==> config.mk <==
export PLATFORM = sky130hd
export DESIGN_NAME = player_draw_ctrl
export DESIGN_NICKNAME = d
export VERILOG_FILES = /design/src/rtl/dodger_pkg.sv /design/src/rtl/sprite_walker.sv /design/src/rtl/player_draw_ctrl.sv
export SDC_FILE = /design/constraint.sdc
export NUM_CORES = 1
export LEC_CHECK = 0
export ABC_AREA = 1
export CAP_MARGIN = 20
export CORE_MARGIN = 2
export CORE_UTILIZATION = 40
export CTS_BUF_LIST = sky130_fd_sc_hd__clkbuf_4 sky130_fd_sc_hd__clkbuf_8
export CTS_CLUSTER_SIZE = 12
export DETAILED_ROUTE_END_ITERATION = 10
export GPL_TIMING_DRIVEN = 1
export SYNTH_ARGS = -nofsm -noshare
export SYNTH_HDL_FRONTEND = slang
export SYNTH_SLANG_ARGS = --single-unit
==> constraint.sdc <==
create_clock -name clock -period 2.2 [get_ports clock]
set_input_delay 0.55 -clock clock [delete_from_list [all_inputs] [get_ports clock]]
set_output_delay 0.55 -clock clock [all_outputs]
set_load 0.1 [all_outputs]
==> src/rtl/dodger_pkg.sv <==
// Shared types and constants for the dodger game: sequencer states, sprite and
// screen geometry, and the colour codes written to the VGA adapter.
package dodger_pkg;

  typedef enum logic [2:0] {
    ST_INIT,
    ST_IDLE,
    ST_ERASE,
    ST_MOVE,
    ST_DRAW,
    ST_CHECK,
    ST_OVER
  } state_t;

  localparam int SPRITE_W = 4;
  localparam int SPRITE_H = 4;
  localparam int SCREEN_W = 160;
  localparam int SCREEN_H = 120;

  localparam logic [2:0] BLACK = 3'd0;
  localparam logic [2:0] GREEN = 3'd2;

endpackage

==> src/rtl/sprite_walker.sv <==
// Walks the 16 pixel offsets of a 4x4 sprite while start is held high;
// done flags the last offset so the owner can leave its walking state.
module sprite_walker
  import dodger_pkg::*;
(
  input  logic       clock,
  input  logic       reset,
  input  logic       start,
  output logic [1:0] dx,
  output logic [1:0] dy,
  output logic       done
);

  localparam int CNT_W = $clog2(SPRITE_W * SPRITE_H);

  logic [CNT_W-1:0] cnt;

  // Wraps 15 -> 0 on its own, so the next walk always starts at offset 0.
  always_ff @(posedge clock or posedge reset) begin
    if (reset) begin
      cnt <= '0;
    end else if (start) begin
      cnt <= cnt + 1'b1;
    end
  end

  assign dx   = cnt[1:0];
  assign dy   = cnt[3:2];
  assign done = start && (cnt == '1);

endmodule

==> src/rtl/player_draw_ctrl.sv <==
// Per-frame player sprite sequencer: erase, move, redraw, then collision and
// finish check, producing a registered plot stream and sticky status flags.
module player_draw_ctrl
  import dodger_pkg::*;
#(
  parameter logic [7:0] START_X       = 8'd10,
  parameter logic [6:0] START_Y       = 7'd58,
  parameter logic [7:0] X_LIMIT       = 8'd100,
  parameter logic [6:0] Y_MAX         = 7'd116,
  parameter logic [2:0] PLAYER_COLOUR = GREEN,
  parameter logic [2:0] BG_COLOUR     = BLACK
) (
  input  logic       clock,
  input  logic       reset,
  input  logic       frame_tick,
  input  logic       key_up,
  input  logic       key_down,
  input  logic [7:0] obs_x,
  input  logic [6:0] obs_y,
  output logic [7:0] x,
  output logic [6:0] y,
  output logic [2:0] colour,
  output logic       plot,
  output logic       busy,
  output logic       game_over,
  output logic       won,
  output logic       overrun,
  output logic [7:0] score
);

  localparam logic [8:0] SW9 = 9'(SPRITE_W);
  localparam logic [8:0] SH9 = 9'(SPRITE_H);

  state_t     state, state_nxt;
  logic [7:0] pos_x;
  logic [6:0] pos_y;
  logic       walk_en, walk_done;
  logic [1:0] dx, dy;
  logic       collide, finish;
  logic [8:0] px9, py9, ox9, oy9;

  function automatic logic [7:0] sat_inc8(input logic [7:0] v);
    return (v == 8'hFF) ? v : v + 8'd1;
  endfunction

  // Opposing or absent keys leave the row alone; clamp at both screen edges.
  function automatic logic [6:0] step_y(input logic [6:0] py, input logic up,
                                        input logic down);
    if (up && !down) return (py == 7'd0) ? py : py - 7'd1;
    if (down && !up) return (py >= Y_MAX) ? Y_MAX : py + 7'd1;
    return py;
  endfunction

  assign walk_en = (state == ST_INIT) || (state == ST_ERASE) || (state == ST_DRAW);

  sprite_walker u_walker (
    .clock(clock),
    .reset(reset),
    .start(walk_en),
    .dx   (dx),
    .dy   (dy),
    .done (walk_done)
  );

  assign px9 = {1'b0, pos_x};
  assign py9 = {2'b00, pos_y};
  assign ox9 = {1'b0, obs_x};
  assign oy9 = {2'b00, obs_y};

  assign collide = (px9 < ox9 + SW9) && (ox9 < px9 + SW9) &&
                   (py9 < oy9 + SH9) && (oy9 < py9 + SH9);
  assign finish  = (pos_x > X_LIMIT);

  always_ff @(posedge clock or posedge reset) begin
    if (reset) state <= ST_INIT;
    else       state <= state_nxt;
  end

  always_comb begin
    state_nxt = state;
    unique case (state)
      ST_INIT:  if (walk_done) state_nxt = ST_IDLE;
      ST_IDLE:  if (frame_tick) state_nxt = ST_ERASE;
      ST_ERASE: if (walk_done) state_nxt = ST_MOVE;
      ST_MOVE:  state_nxt = ST_DRAW;
      ST_DRAW:  if (walk_done) state_nxt = ST_CHECK;
      ST_CHECK: state_nxt = (collide || finish) ? ST_OVER : ST_IDLE;
      ST_OVER:  state_nxt = ST_OVER;
      default:  state_nxt = ST_INIT;
    endcase
  end

  // Output stage: plot stream and busy lag the state register by one cycle.
  always_ff @(posedge clock or posedge reset) begin
    if (reset) begin
      x         <= '0;
      y         <= '0;
      colour    <= '0;
      plot      <= 1'b0;
      busy      <= 1'b0;
      game_over <= 1'b0;
      won       <= 1'b0;
      overrun   <= 1'b0;
      score     <= '0;
      pos_x     <= START_X;
      pos_y     <= START_Y;
    end else begin
      plot <= walk_en;
      busy <= (state != ST_IDLE) && (state != ST_OVER);
      if (walk_en) begin
        x      <= pos_x + {6'd0, dx};
        y      <= pos_y + {5'd0, dy};
        colour <= (state == ST_ERASE) ? BG_COLOUR : PLAYER_COLOUR;
      end
      if (state == ST_MOVE) begin
        pos_x <= pos_x + 8'd1;
        pos_y <= step_y(pos_y, key_up, key_down);
      end
      if (state == ST_CHECK) begin
        if (collide) begin
          game_over <= 1'b1;
          won       <= 1'b0;
        end else begin
          score <= sat_inc8(score);
          if (finish) begin
            game_over <= 1'b1;
            won       <= 1'b1;
          end
        end
      end
      if (frame_tick && (state != ST_IDLE) && (state != ST_OVER)) overrun <= 1'b1;
    end
  end

endmodule

; Yosys cells after proc, flatten, opt, wreduce, memory -nomap -nowiden
; Cells that the tools add are included.
; Widths: inputs -> output; s select.
[totals]
mem_count = 0
register_bits = 53
mem_bits_ro = 0
elab_cells = 89
latch_bits = 0
mem_bits_rw = 0
input_bits = 20
[classes]
multipliers = 0
eq_ne = 14
shifts = 0
muxes = 21
n_reduce_logical = 22
add_sub_neg = 11
n_bitwise = 2
n_lt_le_gt_ge = 6
div_mod_pow = 0
[op_table]
columns = operator, count
row1 = $mux 7, 6
row2 = $pmux 3 s7, 1
row3 = $add 8x3->9 const B, 2
row4 = $lt 8x9->1, 2
row5 = $add 7x3->8 const B, 2
row6 = $add 8x1->8 const B, 2
row7 = $lt 7x8->1, 2
row8 = $mux 3, 5
row9 = $eq 3x3->1 const B, 3
row10 = $logic_and 1x1->1, 9
row11 = $add 8x2->8, 1
row12 = $eq 8x8->1 const B, 1
row13 = $gt 8x7->1 const B, 1
row14 = $mux 1, 8
row15 = $add 7x1->7 const B, 1
row16 = $add 7x2->7, 1
row17 = $ge 7x7->1 const B, 1
row18 = $logic_not 7->1, 1
row19 = $sub 7x1->7 const B, 1
row20 = $eq 3x2->1 const B, 2
row21 = $ne 2x1->1 const B, 3
row22 = $add 4x1->4 const B, 1
row23 = $eq 4x4->1 const B, 1
row24 = $reduce_and 2->1, 2
row25 = other kinds (12), 17

; Longest topological paths before layout
[depth]
word_depth = 8
mapped_depth = 18
mapped_depth_nobuf = 18

; Cells and area by module
; Synthesis repeated with hierarchy kept, for this count alone.
[hier_totals]
hier_cells = 490
hier_area_um2 = 3862.5
[by_module_without_submodules]
columns = module, cells_each, area_per_inst_um2, n_inst
row1 = player_draw_ctrl, 469, 3673.5, 1
row2 = sprite_walker, 21, 188.9, 1

; Worst setup path before layout
; No wires, ideal clock.
[synth_path]
path_kind = register to register
start = register pos_x[3]
end = register score[7]
t_arrival_ns = 2.144
setup_ns = 0.121
path_slack_ns = -0.065
stages_incl_launch_ff = 14
synth_period_minus_slack_ns = 2.265
cell_sequence = dfstp_2 -> ha_1 -> nand2_2 -> nor2_1 -> xor2_1 -> ha_1 -> a21oi_1 -> o21ai_0 -> nor2_1 -> nand3_2 -> nand2_4 -> inv_4 -> nand2_1 -> o21ai_2
[synth_via]
elab_chain_cells = 7
word_cells_on_any_way = 8
[synth_rtl]
columns = item, line
row1 = start: declaration, player_draw_ctrl.sv:35  ; logic [7:0] pos_x;
row2 = start signal: assignment, player_draw_ctrl.sv:116  ; pos_x <= pos_x + 8'd1;
row3 = $add 8x3->9, player_draw_ctrl.sv:70  ; assign collide = (px9 < ox9 + SW9) && (ox9 < px9 + SW9) &&
row4 = $lt 8x9->1, player_draw_ctrl.sv:70
row5 = $logic_and 1x1->1 * (2 in series), player_draw_ctrl.sv:70
row6 = $logic_and 1x1->1 *, player_draw_ctrl.sv:71  ; (py9 < oy9 + SH9) && (oy9 < py9 + SH9);
row7 = $not 1->1 (no line) *, n/a
row8 = $reduce_and 3->1 (no line) *, n/a
row9 = end signal: assignment, player_draw_ctrl.sv:124  ; score <= sat_inc8(score);
row10 = end: declaration, player_draw_ctrl.sv:28  ; output logic [7:0] score
; Every way passes the cells marked *; elsewhere a longest branch is shown, timed or not.
; A chain may end at the register's enable or synchronous reset.

; Worst setup path after layout
[layout_path]
start = register pos_y[3]
end = register score[5]
[layout_via]
elab_chain_cells = 5
word_cells_on_any_way = 7
[layout_rtl]
columns = item, line
row1 = start: declaration, player_draw_ctrl.sv:36  ; logic [6:0] pos_y;
row2 = start signal: assignment, player_draw_ctrl.sv:117  ; pos_y <= step_y(pos_y, key_up, key_down);
row3 = $add 7x3->8 or $lt 7x8->1 (tied branches), player_draw_ctrl.sv:71
row4 = $lt 7x8->1 or $logic_and 1x1->1 (tied branches), "player_draw_ctrl.sv:71, player_draw_ctrl.sv:70"
row5 = $logic_and 1x1->1 *, player_draw_ctrl.sv:71
row6 = $not 1->1 (no line) *, n/a
row7 = $reduce_and 3->1 (no line) *, n/a
; Marked as above.

==> out/results.ini <==
[floorplan]
floorplan.die.height_um = 101
start_util_pct = 41.1
dieWidth_um = 101
floorplan.rows = 35
fp.coreArea_um2 = 9200
dieArea_um2 = 10200
io-pin-count = 51

[placed_design]
placement.io_buffers = 48
placed_cell_area_um2 = 4750
finalWeightedCongestion = 0.892
post-dp-hpwl_mm = 7.37

[critical_path]
endpoint = score[5]
required_worst_endpoint_ns = 2.40
cp.arrival_ns = 2.53
worst-r2r-cell-count = 17
critical_path_depth = 17
worst-r2r-setup-slack_ns = -0.13
crit_top_cell = sky130_fd_sc_hd__nand2_1
critPathLaunch = pos_y[3]
launch_point_of_the_worst_reg_to_reg_path = pos_y[3]
path_max_fanout = 8
cp_cell_sequence = ha_4 -> inv_1 -> buf_4 -> nand2_2 -> nand2_2 -> ha_1 -> nand2_1 -> nor2_1 -> nand2_1 -> nand2_1 -> inv_1 -> nand3_4 -> nand2_8 -> inv_8 -> nand2_2 -> nand2_1 -> nand2_1
worstSetupStartpointType = flop
worst_setup_path_end_kind = flop
cpPeakStageDelay_ns = 0.62
path_delay_family = simple AND/OR/NAND/NOR gates
critical_path.reg2reg.endpoint = score[5]
critPathSlowestCell = sky130_fd_sc_hd__dfstp_2
critPathBufInv = 4
worstSetupPathType = reg -> reg

[synth]
ys.flop_type = sky130_fd_sc_hd__dfrtp_1
synth_seq_cells = 51
ys_types = 42
synth.yosys.warnings = 0
post_synth_inst_count = 483
yosys-top-cells-area = sky130_fd_sc_hd__dfrtp_1, sky130_fd_sc_hd__ha_1, sky130_fd_sc_hd__nand2_1
post_synthesis_area_per_instance_um2 = 7.82
ys_async_sr_fraction_pct = 100
post_synth_instance_area_um2 = 3780
synth_edf_count = 0
synthDominantAreaCellType = sky130_fd_sc_hd__dfrtp_1
synth_most_common_cell = sky130_fd_sc_hd__nand2_1
synth_sequential_area_ratio_pct = 34.0
synth_common_cells = sky130_fd_sc_hd__nand2_1, sky130_fd_sc_hd__inv_1, sky130_fd_sc_hd__dfrtp_1
synth_top_area_share_pct = 29.8

[outcome]
status = finished, violations left
violated_checks = setup timing

[final_layout]
design_area_um2 = 5160
multi_input_logic_area_um2 = 2400
share_of_final_layout_standard_cells_stronger_than_drive_strength_1_pct = 28.2
final.fill_count = 865
finalNetCount = 668
regArea_um2 = 1280
area.growth.synth_to_final_pct = 36.7
insertedDiodeCount = 0

[cts]
tritoncts = done
htree_num_levels = 2
cts_root_buf = sky130_fd_sc_hd__clkbuf_8
clock_insertion_delay_worst_skew_ns = 0.31
cts_buffer_depth = 2
tritoncts.num_buffers = 5
clkSlewWorstSetupHoldPaths_ns = 0.11
clkSinkCount = 51

[global_route]
global_route_wire_length_before_repair_mm = 15.7
grt_max_degree = 52
globalRouteOverflowTotal = 0
grt_antenna_before_repair = 0
grt_pass1_vias = 3432
grt_usage_pct = 19.2

[run]
drv.max_cap_violation_count = 0

[timing]
layout_worst_path_cycle_share_pct = 106
fin_worst_hold_slack_ns = 0.478
final.min_clock_period_ns = 2.33
setup_violations = 11
setup_slack_ns = -0.131
report.final.slew_viol_count = 0
timing.final.hold_violations = 0
normalized_max_slew_margin_pct = 63.3
setup-tns-final_ns = -0.896
tightest_slew_ns = 0.547
unrepaired_setup_endpoints_after_global_routing = true
maxClockFrequency_mhz = 429
finalClockSkew_ns = 0.0161

[routing]
detail_route.wl_per_cell_um = 13.2
drt_pre_antenna_iters = 4
route.vias.total = 3429
drcViolationCount = 0
ant_nets = 0
vias_per_cell = 4.80
dr.first_iter.drc_count = 119
routed_wire_length_mm = 9.39

[power_and_ir_drop]
vdd_drop_max_uv = 788
power_density_nw_per_um2 = 1300
p_leak_nw = 2.61

[min_path]
worstHoldPathType = reg -> reg

## layout by cell type (no fill, tap or decap), drive strengths merged, types with 3 or more instances in the layout
cell type	count
nor4	3
a31oi	3
a21oi	18
dfstp	6
o22ai	4
buf	99
a21o	4
ha	44
clkbuf	5
nand2	125
inv	72
nor3	6
nor2	41
clkdlybuf4s50	13
o21ai	33
nand4	5
o21a	3
dlygate4sd2	5
xnor2	7
xor2	26
nand3	20
dfrtp	45
## worst min path at each step
stage / from / endpoint / slack, ns / cells after the start
after floorplan: state[1] / colour[1] / 0.45 / 1
after global placement: overrun / overrun / 0.44 / 1
after detailed placement: overrun / overrun / 0.46 / 1
after CTS: overrun / overrun / 0.48 / 1
after global routing: overrun / overrun / 0.51 / 1
final: overrun / overrun / 0.48 / 1
## kinds of logic after synthesis
family,Yosys count,share of synthesized area (%)
AND/OR/NAND/NOR,202,23.3
XOR/XNOR,33,7.65
flip-flops,51,34.0
other,1,0.0993
multiplexers,1,0.265
adder cells (fa/ha/maj),46,15.6
AO/OA/AOI/OAI,71,10.9
buffers and inverters,78,8.18
## layout make-up
class	instances	share of cell area, %
repair buffers	118	18.4
flip-flops and latches	51	24.9
well taps	111	2.69
inverters	71	5.31
multi-input cells	355	46.5
clock inverters	3	0.921
clock buffers	5	1.33
## stage by stage
step,total power [W],util (%),setup slack [ns],cells
after global routing,0.00722,56.1,-0.252,714
after CTS,0.00663,54.9,-0.150,712
after floorplan,0.00461,-,0.000604,484
after global placement,0.00578,51.7,-0.675,693
after detailed placement,0.00584,51.7,-0.697,693
final,0.00670,56.1,-0.131,714
## power breakdown
group          total [W]  internal (W)  switching (W)
Sequential       0.00166       0.00132       0.000341
Combinational    0.00435       0.00139        0.00296
Clock           0.000688      0.000346       0.000342
Total            0.00670       0.00305        0.00364
## flip-flops by register name, indices dropped and copies added (netlist names), 3 cells and up
signal	flops
pos_x	8
pos_y	7
score	8
state	3
u_walker.cnt	4
x	8
y	7
## what timing repair did
| action | 4_1_cts | 5_1_grt |
|---|---|---|
| endpoints found under the setup margin | 13 | 15 |
| hold buffers | 0 | 0 |
| setup buffers | 12 | 3 |
| hold endpoints to repair | 0 | 0 |
| pin swaps | 26 | 26 |
| gates resized for setup | 33 | 26 |
## routing by layer
metal | vias to the layer above | part of all wire (%) | track usage, % | wire length, um
met3 | 12 | 1.6 | 1.52 | 153
li1 | 1791 | - | - | -
met1 | 1581 | 46 | 25.0 | 4310
met2 | 45 | 51 | 34.4 | 4760
met5 | - | 0 | 0 | 0
met4 | 0 | 1.8 | 5.30 | 173
(Power assumes the default switching activity.)
